[config.mk]
export PLATFORM = sky130hd
export DESIGN_NAME = apb_master_bridge
export DESIGN_NICKNAME = d
export VERILOG_FILES = /design/src/rtl/apb_master_bridge.sv
export SDC_FILE = /design/constraint.sdc
export NUM_CORES = 1
export LEC_CHECK = 0
export ABC_AREA = 1
export ABC_CLOCK_PERIOD_IN_PS = 9500
export CELL_PAD_IN_SITES_DETAIL_PLACEMENT = 1
export CELL_PAD_IN_SITES_GLOBAL_PLACEMENT = 1
export CORE_MARGIN = 2
export CORE_UTILIZATION = 31
export DETAILED_ROUTE_END_ITERATION = 7
export GPL_TIMING_DRIVEN = 0
export HOLD_SLACK_MARGIN = 0.02
export MAX_ROUTING_LAYER = met4
export PLACE_DENSITY_LB_ADDON = 0.08
export SYNTH_ARGS = -nofsm -noshare
export SYNTH_HDL_FRONTEND = slang
export SYNTH_SLANG_ARGS = --single-unit
[constraint.sdc]
create_clock -name PCLK -period 9.5 [get_ports PCLK]
set_input_delay 1.9 -clock PCLK [delete_from_list [all_inputs] [get_ports PCLK]]
set_output_delay 1.9 -clock PCLK [all_outputs]
set_load 0.03 [all_outputs]
[src/rtl/apb_master_bridge.sv]
// ---------------------------------------------------------------------------
// apb_master_bridge
//
// Single-outstanding APB3 requester. A valid/ready command channel from the
// system side is turned into exactly one APB SETUP/ACCESS transfer. The read
// data and error status come back on a valid/ready response channel.
//
// Optional feature macro: APB_MASTER_TIMEOUT_EN
//   When defined, a watchdog aborts an ACCESS phase that has stalled for
//   TIMEOUT_CYCLES wait edges. The aborted transfer reports rsp_err = 1 and
//   rsp_timeout = 1. When undefined, ACCESS waits indefinitely and
//   rsp_timeout is tied low.
//
// Ports:
//   PCLK, PRESET         clock (rising edge), asynchronous active-high reset
//   cmd_valid/cmd_ready  command handshake (accepted when both high)
//   cmd_write            1 = write, 0 = read
//   cmd_addr, cmd_wdata  command address / write data
//   rsp_valid/rsp_ready  response handshake (consumed when both high)
//   rsp_rdata            read data (0 for writes and timeouts)
//   rsp_err              PSLVERR captured, or watchdog abort
//   rsp_timeout          transfer aborted by watchdog
//   PSEL, PENABLE        APB controls (registered)
//   PWRITE, PADDR        APB direction / address (registered)
//   PWDATA               APB write data (registered)
//   PRDATA, PREADY       APB slave returns
//   PSLVERR              APB slave error
// ---------------------------------------------------------------------------
module apb_master_bridge #(
    parameter int ADDR_WIDTH     = 32,
    parameter int DATA_WIDTH     = 32,
    parameter int TIMEOUT_CYCLES = 256
) (
    input  logic                  PCLK,
    input  logic                  PRESET,
    input  logic                  cmd_valid,
    output logic                  cmd_ready,
    input  logic                  cmd_write,
    input  logic [ADDR_WIDTH-1:0] cmd_addr,
    input  logic [DATA_WIDTH-1:0] cmd_wdata,
    output logic                  rsp_valid,
    input  logic                  rsp_ready,
    output logic [DATA_WIDTH-1:0] rsp_rdata,
    output logic                  rsp_err,
    output logic                  rsp_timeout,
    output logic                  PSEL,
    output logic                  PENABLE,
    output logic                  PWRITE,
    output logic [ADDR_WIDTH-1:0] PADDR,
    output logic [DATA_WIDTH-1:0] PWDATA,
    input  logic [DATA_WIDTH-1:0] PRDATA,
    input  logic                  PREADY,
    input  logic                  PSLVERR
);

    typedef enum logic [1:0] {
        IDLE   = 2'd0,
        SETUP  = 2'd1,
        ACCESS = 2'd2,
        RESP   = 2'd3
    } state_t;

    // A watchdog limit of zero would abort before any wait edge could occur.
    if (TIMEOUT_CYCLES < 1) begin : g_badTimeoutCfg
        $error("TIMEOUT_CYCLES must be at least 1");
    end

    state_t                r_state;
    state_t                w_nextState;
    logic                  w_accept;
    logic                  w_timeout;

    logic                  r_psel;
    logic                  r_penable;
    logic                  r_pwrite;
    logic [ADDR_WIDTH-1:0] r_paddr;
    logic [DATA_WIDTH-1:0] r_pwdata;
    logic                  r_rspValid;
    logic [DATA_WIDTH-1:0] r_rspRdata;
    logic                  r_rspErr;

    // Only IDLE takes commands, so at most one transfer is ever in flight.
    // Ready is also masked by reset so nothing is handshaken while the
    // state register is being held.
    assign cmd_ready = (r_state == IDLE) && !PRESET;
    assign w_accept  = (r_state == IDLE) && cmd_valid;

`ifdef APB_MASTER_TIMEOUT_EN
    localparam int CountWidth = $clog2(TIMEOUT_CYCLES + 1);

    logic [CountWidth-1:0] r_waitCount;
    logic                  r_rspTimeout;

    // The abort fires on the stalled edge that would be the
    // TIMEOUT_CYCLES-th wait; PREADY arriving on that same edge still
    // completes the transfer normally.
    assign w_timeout = (r_state == ACCESS) && !PREADY &&
                       (r_waitCount == CountWidth'(TIMEOUT_CYCLES - 1));

    // Wait counter restarts in SETUP so every ACCESS phase begins from zero.
    always_ff @(posedge PCLK or posedge PRESET) begin
        if (PRESET) begin
            r_waitCount  <= '0;
            r_rspTimeout <= 1'b0;
        end else begin
            if (r_state == SETUP) begin
                r_waitCount <= '0;
            end else if ((r_state == ACCESS) && !PREADY) begin
                r_waitCount <= r_waitCount + CountWidth'(1);
            end
            if ((r_state == ACCESS) && (PREADY || w_timeout)) begin
                r_rspTimeout <= !PREADY;
            end
        end
    end

    assign rsp_timeout = r_rspTimeout;
`else
    assign w_timeout   = 1'b0;
    assign rsp_timeout = 1'b0;
`endif

    // State register.
    always_ff @(posedge PCLK or posedge PRESET) begin
        if (PRESET) begin
            r_state <= IDLE;
        end else begin
            r_state <= w_nextState;
        end
    end

    // Next-state logic. PREADY is only looked at in ACCESS, so a ready
    // seen during SETUP has no effect.
    always_comb begin
        w_nextState = r_state;
        case (r_state)
            IDLE:    if (cmd_valid) w_nextState = SETUP;
            SETUP:   w_nextState = ACCESS;
            ACCESS:  if (PREADY || w_timeout) w_nextState = RESP;
            RESP:    if (rsp_ready) w_nextState = IDLE;
            default: w_nextState = IDLE;
        endcase
    end

    // APB and response outputs are registered from the next state so they
    // line up with the state they belong to. Address, direction and write
    // data are loaded only on acceptance and otherwise hold their values.
    always_ff @(posedge PCLK or posedge PRESET) begin
        if (PRESET) begin
            r_psel     <= 1'b0;
            r_penable  <= 1'b0;
            r_pwrite   <= 1'b0;
            r_paddr    <= '0;
            r_pwdata   <= '0;
            r_rspValid <= 1'b0;
            r_rspRdata <= '0;
            r_rspErr   <= 1'b0;
        end else begin
            r_psel     <= (w_nextState == SETUP) || (w_nextState == ACCESS);
            r_penable  <= (w_nextState == ACCESS);
            r_rspValid <= (w_nextState == RESP);
            if (w_accept) begin
                r_pwrite <= cmd_write;
                r_paddr  <= cmd_addr;
                r_pwdata <= cmd_wdata;
            end
            if (r_state == ACCESS) begin
                if (PREADY) begin
                    r_rspErr   <= PSLVERR;
                    r_rspRdata <= r_pwrite ? '0 : PRDATA;
                end else if (w_timeout) begin
                    r_rspErr   <= 1'b1;
                    r_rspRdata <= '0;
                end
            end
        end
    end

    assign PSEL       = r_psel;
    assign PENABLE    = r_penable;
    assign PWRITE     = r_pwrite;
    assign PADDR      = r_paddr;
    assign PWDATA     = r_pwdata;
    assign rsp_valid  = r_rspValid;
    assign rsp_rdata  = r_rspRdata;
    assign rsp_err    = r_rspErr;

endmodule

==> results of run 1 <==
[cells in the final DEF (no fill, tap or decap), drive strengths merged]
cell type / synthesis / layout
bufinv: 0 / 1
inv: 40 / 40
nand3: 102 / 102
clkdlybuf4s50: 0 / 203
nor2: 36 / 36
dfrtp: 103 / 103
nand2: 200 / 200
conb: 1 / 1
clkinv: 0 / 1
buf: 28 / 29
ha: 1 / 1
clkbuf: 8 / 22
[layout make-up]
cell class | instances | area share
inverters | 40 | 0.0219
clock buffers | 14 | 0.0421
well taps | 180 | 0.0322
multi-input cells | 340 | 0.205
flip-flops and latches | 103 | 0.369
clock inverters | 2 | 0.00502
repair buffers | 204 | 0.295
plain buffers | 36 | 0.0301
[power by group]
part           internal [W]  switching, W  leakage (nW)  total, W
clock network      0.000240      0.000162         0.165  0.000402
logic              0.000500      0.000766          2.05   0.00127
registers          0.000636      0.000110          1.29  0.000746
total               0.00138       0.00104          3.51   0.00241
[cells by family after synthesis]
group,after synthesis
adders and majority gates,1
buffers and inverters,76
DFF,103
other,1
and+or+nand+nor,338
[flip-flops by register name, summed over array words and instances (netlist names)]
signal and flops:
r_state 2, PWDATA 32, PENABLE 1, rsp_err 1
PSEL 1, rsp_rdata 32, PWRITE 1, PADDR 32
rsp_valid 1
[how the worst max path moves through the flow]
stage | from | end | slack [ns] | cells past startpoint
after global routing | PRESET | cmd_ready | 4.41 | 3
after detailed placement | PRESET | cmd_ready | 4.44 | 3
final | PRESET | cmd_ready | 4.44 | 3
after global placement | PRESET | PADDR[4] | 3.08 | 2
after floorplan | PRESET | PADDR[0] | 4.90 | 1
after CTS | PRESET | cmd_ready | 4.43 | 3
[per-stage QoR]
stage / instance area [µm²] / hold slack, ns / instances / util
global route: 6980 / 0.497 / 919 / 0.505
finish: 6980 / 0.471 / 919 / 0.505
detailed placement: 6660 / 0.458 / 903 / 0.481
global placement: 6630 / 0.453 / 902 / 0.479
floorplan: 4370 / 0.624 / 519 / -
CTS: 6980 / 0.475 / 919 / 0.505
[routing by layer]
| layer | up-vias | global-route usage | share of wire | wire length, µm |
|---|---|---|---|---|
| met3 | 13 | 0.0604 | 0.075 | 1040 |
| met4 | 0 | 0.0690 | 0.016 | 218 |
| met1 | 1968 | 0.227 | 0.43 | 5980 |
| met2 | 131 | 0.308 | 0.48 | 6650 |
| met5 | - | - | 0 | 0 |
| li1 | 2028 | - | - | - |
[worst register-to-register path: cells and delay by family, from the launching register on]
kind	cells	cell delay (ns)
DFF	1	0.45
and+or+nand+nor	3	0.35
adders and majority gates	1	0.27
buffers and inverters	3	0.25
==> impl_metrics.py, run 1 <==
metrics = {
    "grt": {
        "grt_pass1_wl_um": 21700,
        "antenna_found_initial": 0,
        "grt_overflow": 0,
        "grt_usage": 0.192,
        "grt_max_degree": 53,
        "first_global_vias": 4380,
    },
    "cells_and_area": {
        "regArea_mm2": 0.00258,
        "drive_above_1_share": 0.0663,
        "multiInputGateArea_mm2": 0.00143,
        "fillers": 1626,
        "nets": 838,
        "syn2layout_area_growth_pct": 59.9,
        "diodes": 0,
    },
    "synth": {
        "synth_edf_count": 0,
        "synth.net_count": 623,
        "yosys.area_share.xor_xnor": 0,
        "synth.area.mux_share": 0,
        "netlist_instances": 519,
        "async_flop_share": 1.00,
        "synthAdderAreaFrac": 0.00286,
        "netlist_top_cells_area": "dfrtp_1 (59%), nand2_1 (17%), nand3_1 (12%)",
        "syn_area_per_cell_um2": 8.42,
        "yosys.area_share.simple": 0.324,
        "synth_top_cell_area_share": 0.590,
        "netlist_top_cells_count": "nand2_1 (199), dfrtp_1 (103), nand3_1 (101), inv_1 (39), nor2_1 (34)",
        "yosysUniqueCellTypes": 17,
        "synth_top_area_cell": "dfrtp_1",
        "synth.most_common_cell": "nand2_1",
        "synth_ff_type": "dfrtp_1",
        "synth_compound_area_frac": 0,
        "synth_top_family_by_area": "simple AND/OR/NAND/NOR gates",
        "ys_seq_elements": 103,
        "yosys_warnings": 0,
        "syn_area_mm2": 0.00437,
        "ys_seq_area_frac": 0.590,
    },
    "timing": {
        "tns_ns": 0,
        "finalHoldViolCount": 0,
        "fin_skew_ns": 0.00556,
        "setup_slack_ns": 4.44,
        "min_period_ns": 5.06,
        "fin_crit_sh": 0.533,
        "timing.fmax_mhz": 198,
        "worst_pin_slew_ns": 0.693,
        "max_slew_margin": 0.538,
        "rsz0062_at_grt": "false",
        "slew_viol_final": 0,
        "setup_violations": 0,
    },
    "routing": {
        "wl_um": 13900,
        "ant_nets": 0,
        "vias_per_cell": 4.50,
        "drtIter0Drc": 135,
        "drc": 0,
        "via_count": 4140,
        "post_drt_wl_per_cell_um": 15.1,
        "firstDrtPassIters": 4,
    },
    "die": {
        "core.rowCount": 43,
        "die_x_um": 123,
        "fp.dieH_um": 123,
        "io_pins": 206,
        "coreArea_mm2": 0.0138,
        "start_util": 0.316,
        "dieArea_mm2": 0.0151,
    },
    "cts": {
        "cts_htree_levels": 3,
        "clkTransAtPathRegs_ns": 0.07,
        "cts_sinks": 103,
        "clk_latency_ns": 0.35,
        "cts_made_buffers": 9,
        "clock_path_buffers": 2,
        "ctsHoldBuffers": 0,
        "post-cts-setup-buffer-count": 0,
        "cts_tree": "built",
        "cts-root-buf": "clkbuf_16",
        "cts_resized": 0,
    },
    "outcome": {
        "status": "finished clean",
    },
    "min_path": {
        "hold_end": "PWDATA[26]",
        "min_from": "PWDATA[26]",
        "min_path_cells": 2,
        "hold_class": "reg -> reg",
    },
    "critical_path": {
        "cp-end-kind": "primary output",
        "slowest_delay_ns": 0.67,
        "r2r_end": "PSEL",
        "r2r_cells": 7,
        "cp_num_buf_inv": 2,
        "cp_max_fo": 2,
        "required_ns": 7.60,
        "path_class": "in -> out",
        "ff2ff_setup_slack_ns": 8.09,
        "cpMostUsedCell": "clkdlybuf4s50_1",
        "cpLargestDelayFamily": "buffers and inverters",
        "r2r-start": "r_state[0]",
        "crit_chain": "clkdlybuf4s50_1 > nor2_1 > clkdlybuf4s50_1",
        "cpMaxStageDelayCell": "clkdlybuf4s50_1",
        "startpoint_type": "input port",
        "critical_path_arrival_ns": 3.16,
    },
    "power_and_ir_drop": {
        "ir_worst_vdd_v": 0.000157,
        "power_w": 0.00241,
        "power_density_mw_per_mm2": 346,
        "p_leak_nw": 3.51,
    },
    "run": {
        "maxCapViolations": 0,
    },
    "placement": {
        "dp_slack_ns": 4.44,
        "gp_congestion": 0.823,
        "portBuffers": 203,
        "dpl.hpwl_um": 10300,
    },
}
Power figures use the tool's default switching activity.
==> inputs of run 2 (changes only) <==
Settings changed: ABC_CLOCK_PERIOD_IN_PS 9500 to 5100, CORE_UTILIZATION 31 to 29.
Clock period 9.5 ns to 5.1 ns, I/O delays scaled along.
==> run 2 against run 1 <==
  * Flip-flop and latch count unchanged
  * Power rose by 86%
  * Sequential share of layout area up 0.053 points
  * Register-to-register slack worse by 4.4 ns
  * Global-route usage shrank 0.84 points
  * Utilization decreased by 2.9 points
  * Routed wire length is 0.30% higher
  * Critical path depth stayed put
  * Clock power grew 85%
  * Critical endpoint unchanged
==> impl_metrics.py, run 2 (synthesis results as in run 1) <==
metrics = {
    "outcome": {
        "status": "finished clean",
    },
    "grt": {
        "first_global_vias": 4444,
        "grt_overflow": 0,
        "grtUsageMet1": 0.222,
        "busiest_layer": "met2",
        "met3_usage": 0.0544,
        "grtUsageMet2": 0.293,
        "grt_max_degree": 66,
        "antenna_found_initial": 0,
        "grt_usage": 0.184,
        "grt_pass1_wl_um": 22800,
    },
    "die": {
        "io_pins": 206,
        "start_util": 0.298,
        "core.rowCount": 44,
        "dieArea_mm2": 0.0161,
        "die_x_um": 127,
        "coreArea_mm2": 0.0146,
        "fp.dieH_um": 127,
    },
    "run": {
        "maxCapViolations": 0,
    },
    "cells_and_area": {
        "regArea_mm2": 0.00258,
        "drive_above_1_share": 0.0623,
        "syn2layout_area_growth_pct": 59.7,
        "multiInputGateArea_mm2": 0.00143,
        "fillers": 1713,
        "final_common_cell": "clkdlybuf4s50_1",
        "nets": 838,
        "final_core_util": 0.476,
        "layout_common_cells": "clkdlybuf4s50_1 (203), nand2_1 (199), dfrtp_1 (103)",
        "diodes": 0,
        "stdcell_area_mm2": 0.00697,
    },
    "power_and_ir_drop": {
        "p_clk_frac": 0.165,
        "sequentialPowerShare": 0.309,
        "power_w": 0.00449,
        "power_density_mw_per_mm2": 644,
        "p_comb_frac": 0.526,
        "switchingPower_w": 0.00194,
        "ir_worst_vdd_v": 0.000243,
        "p_sw_frac": 0.431,
        "internal_power_w": 0.00256,
        "p_leak_nw": 3.50,
    },
    "cts": {
        "cts-root-buf": "clkbuf_16",
        "clock_path_buffers": 2,
        "ctsHoldBuffers": 0,
        "cts_sinks": 103,
        "cts_htree_levels": 3,
        "cts_made_buffers": 9,
        "clk_latency_ns": 0.35,
        "post-cts-setup-buffer-count": 0,
        "clkTransAtPathRegs_ns": 0.07,
        "cts_tree": "built",
        "cts_resized": 0,
    },
    "critical_path": {
        "cp_max_fo": 2,
        "cpMostUsedCell": "clkdlybuf4s50_1",
        "cp.depth": 3,
        "cpLargestDelayFamily": "buffers and inverters",
        "r2r_cells": 7,
        "path_class": "in -> out",
        "startpoint_type": "input port",
        "crit_chain": "clkdlybuf4s50_1 > nor2_1 > clkdlybuf4s50_1",
        "cp-end-kind": "primary output",
        "required_ns": 4.08,
        "critical_path_arrival_ns": 2.29,
        "cp_num_buf_inv": 2,
        "cpMaxStageDelayCell": "clkdlybuf4s50_1",
        "slowest_delay_ns": 0.67,
    },
    "timing": {
        "rsz0062_at_grt": "false",
        "fin_skew_ns": 0.00553,
        "min_period_ns": 3.31,
        "timing.fmax_mhz": 302,
        "worst_pin_slew_ns": 0.529,
        "max_slew_margin": 0.647,
        "setup_violations": 0,
        "slew_viol_final": 0,
        "finalHoldViolCount": 0,
        "timing.hold.ws_ns": 0.473,
        "fin_crit_sh": 0.649,
    },
    "routing": {
        "drtIter0Drc": 117,
        "firstDrtPassIters": 4,
        "vias_per_cell": 4.52,
        "via_count": 4170,
        "drc": 0,
        "ant_nets": 0,
        "wl_um": 13900,
        "post_drt_wl_per_cell_um": 15.1,
    },
    "min_path": {
        "min_path_cells": 2,
        "hold_class": "reg -> reg",
    },
    "placement": {
        "dpl.hpwl_um": 10400,
        "gp_congestion": 0.748,
        "portBuffers": 203,
        "postPlaceCellArea_mm2": 0.00666,
    },
}
-- run 2: cell types whose count changed in the layout (fill, tap and decap cells not counted), sizes merged --
| cell | change |
|---|---|
| bufinv | +1 |
| clkbuf | -2 |
| clkinv | -1 |
| clkinvlp | +1 |
-- run 2: layout make-up --
cell class / count / share of cell area
buffer: 36 / 0.0301
clock buffer: 12 / 0.0353
clock inverter: 3 / 0.00969
inverter: 40 / 0.0219
multi-input combinational: 340 / 0.205
sequential: 103 / 0.370
tap: 184 / 0.0330
timing repair buffer: 204 / 0.295
-- run 2: metal layers --
| layer | wire length (µm) | share of wire |
|---|---|---|
| met2 | 6640 | 0.48 |
| met1 | 5900 | 0.42 |
| met3 | 1070 | 0.076 |
| met4 | 327 | 0.023 |
| met5 | 0 | 0 |
-- run 2: worst min-delay path, cell delays in order, from the launching register on --
cell	delay, ns
dfrtp_1	0.34
nand2_1	0.05
nand2_1	0.05
-- run 2: final timing paths --
check | slack [ns] | end | start
min in group asynchronous | 1.12 | rsp_rdata[4] | PRESET
hold / removal | 0.47 | PWDATA[13] | PWDATA[13]
hold reg to reg | 0.47 | PWDATA[13] | PWDATA[13]
max in group asynchronous | 3.26 | PADDR[14] | PRESET
setup reg to reg | 3.66 | PSEL | r_state[0]
setup / recovery | 1.79 | cmd_ready | PRESET
-- run 2: per-stage QoR --
step           setup TNS [ns]  cells  setup slack (ns)
2_1_floorplan               0    519              1.38
3_3_place_gp           -46.48    906            -0.460
3_5_place_dp                0    907              1.79
4_1_cts                     0    922              1.78
5_1_grt                     0    922              1.72
6_report                    0    922              1.79
-- run 2: power groups by stage --
stage          clock [W]  sequential [W]  combinational (W)
4_1_cts         0.000770         0.00140            0.00240
3_5_place_dp           0         0.00140            0.00239
3_3_place_gp           0         0.00139            0.00234
2_1_floorplan          0         0.00210           0.000626
6_report        0.000743         0.00139            0.00236
5_1_grt         0.000797         0.00144            0.00255
